File: src/rtl/dmem_host_port.sv
// dmem_host_port: host-side initiator for the core's data memory.
// Sequence: IDLE -> LOAD (stream bytes in while the core is held in reset)
// -> RUN (core released, wait for core_done) -> DUMP (core held again,
// stream a window of data memory out) -> IDLE.
// Optional feature macro: DMEM_HOST_CHECKSUM_EN adds an XOR accumulator over
// all loaded and dumped bytes, presented as one extra output byte (CSUM state).
module dmem_host_port #(
   parameter int unsigned LOAD_BASE = 0,
   parameter int unsigned LOAD_LEN  = 64,
   parameter int unsigned DUMP_BASE = 64,
   parameter int unsigned DUMP_LEN  = 32
) (
   input  logic       clk,
   input  logic       reset,
   input  logic       start,
   input  logic [7:0] in_data,
   input  logic       in_valid,
   output logic       in_ready,
   output logic [7:0] mem_addr,
   output logic       mem_wr_en,
   output logic [7:0] mem_wdata,
   input  logic [7:0] mem_rdata,
   output logic       core_reset,
   input  logic       core_done,
   output logic [7:0] out_data,
   output logic       out_valid,
   input  logic       out_ready,
   output logic       busy
);

   // Address bases reduced to 8 bits: all address arithmetic wraps mod 256.
   localparam logic [7:0] LOAD_BASE_B = LOAD_BASE[7:0];
   localparam logic [7:0] DUMP_BASE_B = DUMP_BASE[7:0];
   // Count is 9 bits so a length of 256 has a representable last index.
   localparam logic [8:0] LOAD_LAST = 9'(LOAD_LEN - 1);
   localparam logic [8:0] DUMP_LAST = 9'(DUMP_LEN - 1);

`ifdef DMEM_HOST_CHECKSUM_EN
   typedef enum logic [2:0] {
      S_IDLE = 3'd0,
      S_LOAD = 3'd1,
      S_RUN  = 3'd2,
      S_DUMP = 3'd3,
      S_CSUM = 3'd4
   } state_t;
`else
   typedef enum logic [1:0] {
      S_IDLE = 2'd0,
      S_LOAD = 2'd1,
      S_RUN  = 2'd2,
      S_DUMP = 2'd3
   } state_t;
`endif

   state_t     state_q;
   logic [8:0] count_q;
   // High only during the first RUN cycle, while the core is still leaving reset.
   logic       first_q;

   logic       load_fire;
   logic       dump_fire;

   assign load_fire = (state_q == S_LOAD) && in_valid;
   assign dump_fire = (state_q == S_DUMP) && out_ready;

`ifdef DMEM_HOST_CHECKSUM_EN
   logic [7:0] acc_q;

   // XOR accumulator over every accepted load byte and every handshaken dump byte.
   always_ff @(posedge clk or posedge reset) begin
      if (reset) begin
         acc_q <= 8'h00;
      end else if ((state_q == S_IDLE) && start) begin
         acc_q <= 8'h00;
      end else if (load_fire) begin
         acc_q <= acc_q ^ in_data;
      end else if (dump_fire) begin
         acc_q <= acc_q ^ mem_rdata;
      end
   end
`endif

   // Sequencer: state, byte count and first-RUN-cycle flag.
   always_ff @(posedge clk or posedge reset) begin
      if (reset) begin
         state_q <= S_IDLE;
         count_q <= 9'd0;
         first_q <= 1'b0;
      end else begin
         case (state_q)
            S_IDLE: begin
               if (start) begin
                  state_q <= S_LOAD;
                  count_q <= 9'd0;
               end
            end
            S_LOAD: begin
               if (load_fire) begin
                  if (count_q == LOAD_LAST) begin
                     // Last write and RUN entry share this edge.
                     state_q <= S_RUN;
                     count_q <= 9'd0;
                     first_q <= 1'b1;
                  end else begin
                     count_q <= count_q + 9'd1;
                  end
               end
            end
            S_RUN: begin
               if (first_q) begin
                  first_q <= 1'b0;
               end else if (core_done) begin
                  state_q <= S_DUMP;
                  count_q <= 9'd0;
               end
            end
            S_DUMP: begin
               if (dump_fire) begin
                  if (count_q == DUMP_LAST) begin
`ifdef DMEM_HOST_CHECKSUM_EN
                     state_q <= S_CSUM;
`else
                     state_q <= S_IDLE;
`endif
                     count_q <= 9'd0;
                  end else begin
                     count_q <= count_q + 9'd1;
                  end
               end
            end
`ifdef DMEM_HOST_CHECKSUM_EN
            S_CSUM: begin
               if (out_ready) begin
                  state_q <= S_IDLE;
               end
            end
`endif
            default: begin
               state_q <= S_IDLE;
               count_q <= 9'd0;
               first_q <= 1'b0;
            end
         endcase
      end
   end

   // Output decode from registered state and count; the core is only out of reset in RUN.
   always_comb begin
      in_ready   = 1'b0;
      mem_addr   = 8'h00;
      mem_wr_en  = 1'b0;
      mem_wdata  = 8'h00;
      core_reset = 1'b1;
      out_data   = 8'h00;
      out_valid  = 1'b0;
      busy       = (state_q != S_IDLE);
      case (state_q)
         S_LOAD: begin
            in_ready  = 1'b1;
            mem_addr  = LOAD_BASE_B + count_q[7:0];
            mem_wdata = in_data;
            mem_wr_en = in_valid;
         end
         S_RUN: begin
            core_reset = 1'b0;
         end
         S_DUMP: begin
            out_valid = 1'b1;
            mem_addr  = DUMP_BASE_B + count_q[7:0];
            out_data  = mem_rdata;
         end
`ifdef DMEM_HOST_CHECKSUM_EN
         S_CSUM: begin
            out_valid = 1'b1;
            out_data  = acc_q;
         end
`endif
         default: begin
            mem_addr = 8'h00;
         end
      endcase
   end

endmodule

File: config.mk
export PLATFORM = sky130hd
export DESIGN_NAME = dmem_host_port
export DESIGN_NICKNAME = d
export VERILOG_FILES = /design/src/rtl/dmem_host_port.sv
export SDC_FILE = /design/constraint.sdc
export NUM_CORES = 1
export LEC_CHECK = 0
export ABC_AREA = 1
export CORE_MARGIN = 5
export CORE_UTILIZATION = 36
export DETAILED_ROUTE_END_ITERATION = 6
export PLACE_DENSITY = 0.82
export SLEW_MARGIN = 20
export SYNTH_ARGS = -nofsm -noshare
export SYNTH_HDL_FRONTEND = slang
export SYNTH_SLANG_ARGS = --single-unit
File: constraint.sdc
create_clock -name clk -period 1.5 [get_ports clk]
set_input_delay 0.45 -clock clk [delete_from_list [all_inputs] [get_ports clk]]
set_output_delay 0.45 -clock clk [all_outputs]
set_load 0.02 [all_outputs]
==> impl_metrics.ini, run 1 <==
[run_status]
outcome = finished with violations
violations = negative setup slack

[layout]
final_cell_area_sq_mm = 0.00218
n_antenna_cell = 0
fin_nets = 292
drive_gt1_frac = 0.523
syn2layout_area_growth_pct = 107
fin_util = 0.782

[sta]
hold_viol = 0
setup_ws_ns = -0.407
min_period_ns = 1.91
maxSlewHeadroom = 0.828
rsz0062_at_grt = yes
final_max_slew_viol_count = 0
setup_viol = 40
holdWs_ns = 0.453
fmax_mhz = 524
worst_slew_pin_slew_ns = 0.258
finalCritPeriodShare = 1.27
fin_skew_ns = 0.0114

[setup_path]
cp_num_cells = 10
critical_path_class = reg2reg
path_common_cell = buf_4
critPathMaxFanout = 7
max_stage_delay_ns = 0.44
r2r_slack_ns = -0.41
cp_cell_sequence = buf_6 > ha_4 > buf_4 > nand2_1 > nand3_4 > nor2_4 > buf_4 > buf_4 > nand3_1 > o21ai_0
endpoint_kind = flip-flop
cp_num_buf_inv = 4
critical_path_required_ns = 1.71
ff2ff_path_depth = 10
crit_arrival_ns = 2.11
startpoint_type = flip-flop
cp_top_family = buffers and inverters
crit_slowest_cell = dfrtp_1

[synthesis]
yosys.area_share.xor_xnor = 0.00832
synth_area_leaders = dfrtp_1 29%, nand2_1 21%, inv_1 18%
yosysTopAreaCellShare = 0.285
yosysSeqAreaShare = 0.285
synth_top_family_by_area = simple AND/OR/NAND/NOR gates
synth_top_area_cell = dfrtp_1
synthSimpleGateAreaFrac = 0.388
syn-num-nets = 204
yosys_warnings = 0
syn_inst = 175
synthMuxAreaShare = 0
synth.avg_cell_area_sq_um = 6.01
synth_compound_gate_area_share = 0.0357
ys_seq_elements = 12
synth_area_sq_mm = 0.00105
synth_fa_ha_area_frac = 0.0832
yosysUniqueCellTypes = 17

[cts]
path_clk_slew_ns = 0.09
clk_latency_ns = 0.30
htreeDepth = 1
cts_tree = built
cts_made_buffers = 3
cts_root_buffer = clkbuf_4
holdBufCountCts = 0
cts_buffer_depth = 2
clkSinkCount = 12

[detailed_routing]
first_pass_iters = 4
via_per_inst = 4.94
ant_nets = 0
wl_microns = 4440
vias = 1446
wire_per_inst_microns = 15.1
drt_iter0_markers = 60
drc = 0

[min_path]
hold_path.class = in2async

[global_route]
grtUsageTotal = 0.166
grt_pass1_vias = 1278
grt_pass1_wl_microns = 5430
grt.overflow.total = 0
grt_max_degree = 13
antenna_found_initial = 0

[pwr]
cellPowerDensity_mw_per_mm2 = 1640
power_mw = 3.56
vdd_ir_drop_max_uv = 1880
power_leakage_nw = 1.24

[die]
pin_count = 51
fp.dieW_microns = 64.1
die_y_microns = 64.1
start_util = 0.378
rows = 19
dieArea_sq_mm = 0.00410
core_area_sq_mm = 0.00278

[job]
cap_violations = 0

[placement]
portBuffers = 50
place_ws_ns = -0.616
dp_hpwl_microns = 2450
place.gp.congestion = 0.872
placed_area_sq_mm = 0.00180
-- repair_timing --
action	4_1_cts	5_1_grt
resized for setup	168	76
pin swaps	2	12
endpoints found under the hold margin	0	0
buffers inserted	4	13
setup endpoints to repair	40	41
-- flip-flops by register name, indices dropped and copies added, names as in the netlist --
register	flops
count_q	9
state_q	2
first_q	1
-- worst reg2reg max path, stage by stage (launching register included) --
cell	delay (ns)
dfrtp_1	0.44
buf_6	0.14
ha_4	0.16
buf_4	0.16
nand2_1	0.14
nand3_4	0.10
nor2_4	0.23
buf_4	0.16
buf_4	0.11
nand3_1	0.08
o21ai_0	0.09
-- cell type report --
type                            count  area, sq um
Tap cell                           31         38.8
Fill cell                         167          606
Inverter                           50          195
Sequential cell                    12          302
Timing Repair Buffer               87          870
Multi-Input combinational cell    109          744
Clock buffer                        4         26.3
-- where the power goes --
part / internal [mW] / switching [mW] / total, mW
combinational: 1.38 / 1.48 / 2.86
clock: 0.104 / 0.126 / 0.230
sequential: 0.385 / 0.0789 / 0.464
-- metrics by stage --
stage | cells | setup TNS [ns]
final | 293 | -11.96
after global routing | 293 | -13.79
after CTS | 282 | -9.74
after detailed placement | 274 | -16.82
after global placement | 274 | -16.16
after floorplan | 175 | -0.252
-- cell usage after synthesis --
master / number
clkbuf_1: 3
buf_6: 1
o211ai_1: 1
dfrtp_1: 12
nor2_1: 12
nand2_1: 59
nor2_4: 1
o21ai_0: 6
nand3_1: 13
inv_1: 50
xor2_1: 1
nand4_1: 2
nor2_2: 2
nand3_2: 1
nand2_2: 3
nand2_4: 1
ha_1: 7
-- kinds of logic (layout without fill, tap and decap cells) --
| logic type | after synthesis | in the layout |
|---|---|---|
| xor+xnor | 1 | 1 |
| fa+ha+maj | 7 | 7 |
| simple gates | 94 | 94 |
| flops | 12 | 12 |
| compound gates | 7 | 7 |
| buf+inv | 54 | 141 |
-- metal layers --
layer / global-route usage / vias up / part of all wire / wire, microns
met2: 0.303 / 77 / 0.55 / 2450
met3: 0.0455 / 9 / 0.085 / 375
met5: 0 / - / 0 / 0
li1: - / 678 / - / -
met1: 0.168 / 682 / 0.34 / 1520
met4: 0.0883 / 0 / 0.021 / 91
-- placed cells by master (no fill, tap or decap), drive strengths merged --
cell type       n
buf            66
clkbuf          4
clkdlybuf4s50  21
dfrtp          12
ha              7
inv            50
nand2          63
nand3          14
nand4           2
nor2           15
o211ai          1
o21ai           6
xor2            1
-- worst paths after layout --
kind                       startpoint          to
hold reg to reg            count_q[8]  count_q[8]
max in group asynchronous       reset  count_q[0]
min in group clk           count_q[8]  count_q[8]
hold / removal                  reset  state_q[1]
setup / recovery           state_q[1]  count_q[0]
setup reg to reg           state_q[1]  count_q[0]
Power figures use the tool's default switching activity.
==> run 2, diff against run 1 <==
--- a/config.mk
+++ b/config.mk
@@ -9,6 +9,7 @@
 export CORE_MARGIN = 5
 export CORE_UTILIZATION = 36
 export DETAILED_ROUTE_END_ITERATION = 6
+export GPL_ROUTABILITY_DRIVEN = 1
 export PLACE_DENSITY = 0.82
 export SLEW_MARGIN = 20
 export SYNTH_ARGS = -nofsm -noshare
==> results of run 2 <==
Same layout as run 1: the final DEF is identical, and so are final timing and power.
==> run 3, diff against run 2 <==
--- a/config.mk
+++ b/config.mk
@@ -10,6 +10,7 @@
 export CORE_UTILIZATION = 36
 export DETAILED_ROUTE_END_ITERATION = 6
 export GPL_ROUTABILITY_DRIVEN = 1
+export GPL_TIMING_DRIVEN = 0
 export PLACE_DENSITY = 0.82
 export SLEW_MARGIN = 20
 export SYNTH_ARGS = -nofsm -noshare
==> impl_metrics.ini, run 3 (same netlist as run 1, synthesis figures left out) <==
[cts]
holdBufCountCts = 0
cts_root_buffer = clkbuf_4
cts_buffer_depth = 2
clk_latency_ns = 0.30
cts_made_buffers = 3
path_clk_slew_ns = 0.11
cts_tree = built
htreeDepth = 1
clkSinkCount = 12

[sta]
rsz0062_at_grt = yes
tns_ns = -10.81
setup_viol = 41
worst_slew_pin_slew_ns = 0.500
min_period_ns = 1.91
fmax_mhz = 523
finalCritPeriodShare = 1.27
final_max_slew_viol_count = 0
hold_viol = 0
setup_ws_ns = -0.412
maxSlewHeadroom = 0.666
fin_skew_ns = 0.0171

[placement]
place.gp.congestion = 0.813
dp_hpwl_microns = 2240
place_ws_ns = -0.621
portBuffers = 50

[die]
die_y_microns = 64.1
core_area_sq_mm = 0.00278
pin_count = 51
dieArea_sq_mm = 0.00410
fp.dieW_microns = 64.1
start_util = 0.378
rows = 19

[setup_path]
crit_arrival_ns = 1.46
r2r_slack_ns = -0.29
max_stage_delay_ns = 0.46
cp_top_family = flip-flops
critical_path_required_ns = 1.05
endpoint_kind = output pin
startpoint_type = flip-flop
cp_num_buf_inv = 4
critPathMaxFanout = 5
critical_path_class = reg2out
cp_cell_sequence = inv_2 > ha_4 > clkbuf_16 > inv_6 > o21ai_4 > buf_6
crit_slowest_cell = dfrtp_2

[run_status]
outcome = finished with violations
violations = negative setup slack

[detailed_routing]
wire_per_inst_microns = 16.1
via_per_inst = 5.05
wl_microns = 4560
drt_iter0_markers = 76
vias = 1428
drc = 0
first_pass_iters = 4
ant_nets = 0

[layout]
fin_nets = 282
regMostFlops = count_q
top_regs = count_q: 9 flops, state_q: 2 flops, first_q: 1 flops
syn2layout_area_growth_pct = 110
largest_register_ffs = 9
final_common_cell = buf_6
n_antenna_cell = 0
drive_gt1_frac = 0.583
final_cell_mix = 38 x buf_6, 30 x nand2_1, 27 x inv_2

[global_route]
grt_pass1_vias = 1388
grtUsageTotal = 0.187
grt_max_degree = 13
grt.overflow.total = 0
antenna_found_initial = 0
grt_pass1_wl_microns = 6140

[min_path]
hold_path.class = in2async

[job]
cap_violations = 0

[pwr]
vdd_ir_drop_max_uv = 1580
power_leakage_nw = 1.25
power_mw = 3.76
cellPowerDensity_mw_per_mm2 = 1700
run 3: worst paths after layout:
check / from / end / cells past startpoint
worst max-delay path: state_q[1] / mem_addr[6] / 6
worst min-delay path: reset / count_q[5] / 2
worst max register to register: state_q[0] / count_q[8] / 13
worst min register to register: count_q[1] / count_q[1] / 2
max in group asynchronous: reset / state_q[1] / 2
min in group clk: count_q[1] / count_q[1] / 2
run 3: what timing repair did:
item / in CTS / in global routing
endpoints found under the setup margin: 40 / 41
pin swaps: 19 / 5
gates resized for setup: 242 / 37
setup buffers: 18 / 5
gates cloned: 2 / 0
endpoints found under the hold margin: 0 / 0
run 3: cell type report:
type	instances	area, sq um
fillers	151	572
multi-input cells	109	813
flip-flops and latches	12	304
plain buffers	4	66.3
well taps	31	38.8
repair buffers	73	753
inverters	50	208
clock buffers	4	26.3
run 3: worst register-to-register path, cell delays in order (launching register included):
cell	delay (ns)
dfrtp_2	0.47
buf_8	0.16
inv_6	0.05
ha_4	0.16
buf_6	0.12
nand2_4	0.07
inv_4	0.04
nor2_4	0.14
buf_6	0.16
buf_6	0.10
nand3_2	0.04
nand2_1	0.06
inv_1	0.03
nor2_1	0.10
run 3: routing by layer:
metal	vias up	GRT usage	part of all wire
met3	19	0.0245	0.057
met5	-	0	0
met4	0	0.104	0.045
met2	74	0.337	0.53
li1	661	-	-
met1	674	0.208	0.36
run 3: stage by stage:
stage | utilization | hold slack (ns) | std cells | cell area (sq um)
2_1_floorplan | - | 0.315 | 175 | 1140
3_3_place_gp | 0.605 | 0.526 | 256 | 1680
3_5_place_dp | 0.605 | 0.536 | 256 | 1680
4_1_cts | 0.744 | 0.486 | 280 | 2070
5_1_grt | 0.794 | 0.562 | 283 | 2210
6_report | 0.794 | 0.492 | 283 | 2210
run 3: power breakdown:
part | internal [mW] | total [mW] | leakage (nW) | switching (mW)
Combinational | 1.46 | 3.03 | 1.07 | 1.57
Sequential | 0.389 | 0.484 | 0.159 | 0.0946
Clock | 0.104 | 0.248 | 0.0150 | 0.144
Total | 1.95 | 3.76 | 1.25 | 1.81
==> variant 1: new RTL, settings of run 3 <==
Build with the macro `DMEM_HOST_CHECKSUM_EN` defined.
--- a/src/rtl/dmem_host_port.sv
+++ b/src/rtl/dmem_host_port.sv
@@ -6,2 +6,4 @@
 // all loaded and dumped bytes, presented as one extra output byte (CSUM state).
+`define DMEM_HOST_CHECKSUM_EN
+
 module dmem_host_port #(
Function: no difference found for any inputs over 10 cycles, from zero or initial values and one cycle with reset high; that may be too few to reach the edited logic, so the function may still have changed.
==> variant 1 against run 3 <==
The run still ends with negative setup slack left. Sequential cell count is 9 higher. Count of clock-buffer cells in the layout is 1 lower. Global-route usage is 3.0 points higher. Clock skew is 4.2 ps lower. Via count is 74% higher. Worst setup slack worse by 95 ps. Synthesized area is 67% higher. Final area is 57% higher. Wire length is 91% higher. Total power is 100% higher. Critical endpoint unchanged.
==> variant 1: results (changes against run 3) <==
\begin{tabular}{lr}
\hline
Metric & Value \\
\hline
\multicolumn{2}{l}{\textbf{Power}} \\
\quad Maximum resistive drop on vdd & 0.00108 V (-32\%) \\
\multicolumn{2}{l}{\textbf{Cells and area}} \\
\quad Share of cell area taken by multi-input logic gates & 47.0\% (+10 points) \\
\quad Largest registers in the final layout & count\_q (9), acc\_q (8), state\_q (3) \\
\quad Share of cell area taken by flip-flops and latches & 15.2\% (+1.4 points) \\
\quad Multi-In Gates & 208 (+91\%) \\
\multicolumn{2}{l}{\textbf{Route}} \\
\quad DRT iter0 DRCs & 339 (+350\%) \\
\quad Routed length on met2 & 4.28 mm (+76\%) \\
\quad Length of routed wiring on met1 & 3.10 mm (+87\%) \\
\quad Total number of vias & 2482 (+74\%) \\
\multicolumn{2}{l}{\textbf{Worst setup path}} \\
\quad Top cell family by delay on the critical path & buffers and inverters \\
\quad Number of cells on the worst reg-to-reg path & 12 (-1) \\
\multicolumn{2}{l}{\textbf{Outcome}} \\
\quad Outcome & complete, but fails checks \\
\quad Failing checks & negative setup slack \\
\multicolumn{2}{l}{\textbf{CTS}} \\
\quad Clock latency at the later pin of the worst-skew pair & 280 ps (-20 ps) \\
\quad Post-CTS setup repair buffer count & 29 (+11) \\
\quad Cell at the root of the clock tree & sky130\_fd\_sc\_hd\_\_clkbuf\_8 \\
\multicolumn{2}{l}{\textbf{Placed design}} \\
\quad Global placement routability congestion & 0.888 (+9.3\%) \\
\multicolumn{2}{l}{\textbf{Synth}} \\
\quad Top area cells in the synthesized netlist & sky130\_fd\_sc\_hd\_\_dfrtp\_1 (30\%), sky130\_fd\_sc\_hd\_\_nand2\_1 (20\%), sky130\_fd\_sc\_hd\_\_inv\_1 (7.5\%), sky130\_fd\_sc\_hd\_\_nand3\_1 (6.5\%), sky130\_fd\_sc\_hd\_\_nor2\_1 (6.4\%) \\
\quad Synth Area in XOR/XNOR & 0.995\% (+0.16 points) \\
\multicolumn{2}{l}{\textbf{Timing}} \\
\quad Minimum setup slack in the final design & -508 ps (-95.3 ps) \\
\quad Final setup violation count & 50 (+22\%) \\
\multicolumn{2}{l}{\textbf{Hold path}} \\
\quad Path class of the lowest-slack min-delay path & reg -> reg \\
\multicolumn{2}{l}{\textbf{GRT}} \\
\quad Maximum number of pins on one net before global-route repair & 22 (+9) \\
\quad Global-route wire length before repair & 10.9 mm (+77\%) \\
\quad Met2 usage & 40.7\% (+7.1 points) \\
\hline
\end{tabular}
variant 1: cell types whose count changed after synthesis, sizes merged, moves of 2 or more:
| cell | before | now |
|---|---|---|
| buf | 1 | 4 |
| clkbuf | 3 | 1 |
| o21ai | 6 | 8 |
| a21oi | 0 | 9 |
| a32o | 0 | 5 |
| nor2 | 15 | 39 |
| ha | 7 | 3 |
| dfrtp | 12 | 21 |
| nand2 | 63 | 105 |
| inv | 50 | 38 |
| nand3 | 14 | 26 |
| nand4 | 2 | 6 |
variant 1: per-stage QoR:
step | hold slack (ps) | std cells | power [mW] | setup TNS (ps) | worst slack [ps]
after floorplan | 426 | 269 | 3.32 | -285 | -32.0
after global placement | 490 | 386 | 4.29 | -24370 | -921
after detailed placement | 502 | 386 | 4.37 | -25880 | -924
after CTS | 535 | 422 | 5.84 | -9530 | -399
after global routing | 564 | 435 | 7.88 | -19140 | -530
final | 548 | 435 | 7.56 | -17090 | -508
==> variant 2: new RTL, settings of run 3 <==
Without the edit above. Encoding of `state_t`: now one-hot (4 bits for 4 states).
--- a/src/rtl/dmem_host_port.sv
+++ b/src/rtl/dmem_host_port.sv
@@ -46,7 +46,7 @@
 `else
-   typedef enum logic [1:0] {
-      S_IDLE = 2'd0,
-      S_LOAD = 2'd1,
-      S_RUN  = 2'd2,
-      S_DUMP = 2'd3
+   typedef enum logic [3:0] {
+      S_IDLE = 4'b0001,
+      S_LOAD = 4'b0010,
+      S_RUN  = 4'b0100,
+      S_DUMP = 4'b1000
    } state_t;
Check against the original RTL: no difference found for any inputs over 10 cycles, from zero or initial values and one cycle with reset high; not proved beyond that.
==> variant 2 against run 3 <==
The run still ends with negative setup slack left. Total power decreased by 23%. Final area is 4.7% lower. Sequential power rose by 18%. Sequential cell count rose by 2. Synthesized cell count is 2.9% higher. Critical path depth decreased by 1. Core utilization decreased by 9.3 points. Wire length down 9.6%. Clock skew down 10 ps. Largest power group unchanged. Synthesized area up 5.6%. Worst setup slack lost 120 ps.
==> variant 2: results (changes against run 3) <==
\begin{tabular}{lr}
\hline
Metric & Value \\
\hline
\multicolumn{2}{l}{\textbf{Outcome}} \\
\quad Outcome & complete, but fails checks \\
\quad Failing checks & negative setup slack \\
\multicolumn{2}{l}{\textbf{Route}} \\
\quad Routed WL & 4.13 mm (-9.6\%) \\
\quad Total number of vias & 1480 (+3.6\%) \\
\quad DRT iter0 DRCs & 81 (+6.6\%) \\
\quad Routed wire length on met3 & 402 um (+54\%) \\
\quad Routed length on met2 & 2.04 mm (-16\%) \\
\quad Length of routed wiring on met1 & 1.54 mm (-7.1\%) \\
\multicolumn{2}{l}{\textbf{Cells and area}} \\
\quad Share of cells above drive strength 1 & 47.9\% (-10 points) \\
\quad Layout filler cell count & 216 (+43\%) \\
\quad \# nets final & 285 (+1.1\%) \\
\multicolumn{2}{l}{\textbf{Synth}} \\
\quad Yosys cell types & 25 (+8) \\
\quad Sequential area share after synthesis & 31.6\% (+3.1 points) \\
\quad Top area cells in the synthesized netlist & sky130\_fd\_sc\_hd\_\_dfrtp\_1 (29\%), sky130\_fd\_sc\_hd\_\_inv\_1 (14\%), sky130\_fd\_sc\_hd\_\_nor2\_1 (13\%), sky130\_fd\_sc\_hd\_\_nand2\_1 (12\%), sky130\_fd\_sc\_hd\_\_nand3\_1 (7.2\%) \\
\multicolumn{2}{l}{\textbf{Worst setup path}} \\
\quad Internal reg-to-reg setup slack & -210 ps (+80 ps) \\
\quad Capturing point of the worst reg2reg path & count\_q[4] \\
\quad Number of cells on the worst reg-to-reg path & 10 (-3) \\
\multicolumn{2}{l}{\textbf{Placed design}} \\
\quad Detailed placement HPWL & 2.40 mm (+7.3\%) \\
\quad Global placement routability congestion & 0.872 (+7.3\%) \\
\multicolumn{2}{l}{\textbf{Timing}} \\
\quad Final setup violation count & 42 (+2.4\%) \\
\quad Setup\_tns & -14280 ps (-3480 ps) \\
\quad Minimum setup slack in the final design & -537 ps (-124 ps) \\
\quad Hold Worst Slack & 523 ps (+31.2 ps) \\
\quad Skew final & 6.58 ps (-10.5 ps) \\
\multicolumn{2}{l}{\textbf{GRT}} \\
\quad Maximum number of pins on one net before global-route repair & 15 (+2) \\
\quad Total routing resource utilization after global routing & 18.7\% (about the same) \\
\quad Global-route wire length before repair & 6.22 mm (+1.3\%) \\
\quad Number of global-route vias before repair & 1380 (-0.58\%) \\
\multicolumn{2}{l}{\textbf{Hold path}} \\
\quad Path class of the lowest-slack min-delay path & reg -> reg \\
\multicolumn{2}{l}{\textbf{CTS}} \\
\quad Clock slew seen by the registers of the worst setup and hold paths & 90 ps (-20 ps) \\
\multicolumn{2}{l}{\textbf{Power}} \\
\quad Maximum resistive drop on vdd & 0.000859 V (-45\%) \\
\quad Leakage power figure & 1.07 nW (-14\%) \\
\hline
\end{tabular}
## variant 2: worst max-delay path, stage by stage (launching register included)
cell	delay [ps]
sky130_fd_sc_hd__dfrtp_1	430
sky130_fd_sc_hd__nor2_2	230
sky130_fd_sc_hd__nand2_2	130
sky130_fd_sc_hd__buf_6	190
sky130_fd_sc_hd__o21ai_4	130
sky130_fd_sc_hd__buf_2	180
## variant 2: stage by stage
| stage | instance area, sq um | cells | total power, mW |
|---|---|---|---|
| global placement | 1790 | 263 | 1.94 |
| finish | 2110 | 292 | 2.91 |
| global route | 2110 | 292 | 3.05 |
| detailed placement | 1790 | 263 | 1.96 |
| floorplan | 1250 | 180 | 1.51 |
| CTS | 2000 | 285 | 2.62 |
## variant 2: report_power, final
group	switching (mW)	internal [mW]
combinational	1.14	0.911
clock	0.136	0.148
sequential	0.101	0.472
## variant 2: kinds of logic (layout without fill, tap and decap cells)
logic type      after synthesis  after routing  synth area share, %
simple gates                103            103                 41.6
buf+inv                      46            125                 16.3
flops                        14             14                 31.6
compound gates               12             12                 5.52
fa+ha+maj                     3              3                 3.38
xor+xnor                      2              2                 1.58
## variant 2: layout make-up
type	instances	area, sq um	area share [%]
Buffer	3	47.5	2.26
Clock buffer	4	36.3	1.72
Timing Repair Buffer	75	659	31.3
Multi-Input combinational cell	120	796	37.8
Inverter	43	171	8.14
Sequential cell	14	354	16.8
Tap cell	33	41.3	1.96
## variant 2: repair_timing
item                                    4_1_cts  5_1_grt
gates cloned                                  1        0
setup buffers                                17        7
pin swaps                                     9        9
endpoints found under the setup margin       41       43
gates resized for setup                     154       39
## variant 2: metal layers
| metal | track usage [%] | vias up |
|---|---|---|
| li1 | - | 702 |
| met1 | 20.0 | 676 |
| met4 | 9.33 | 0 |
| met3 | 3.59 | 17 |
| met5 | 0 | - |
| met2 | 34.5 | 85 |
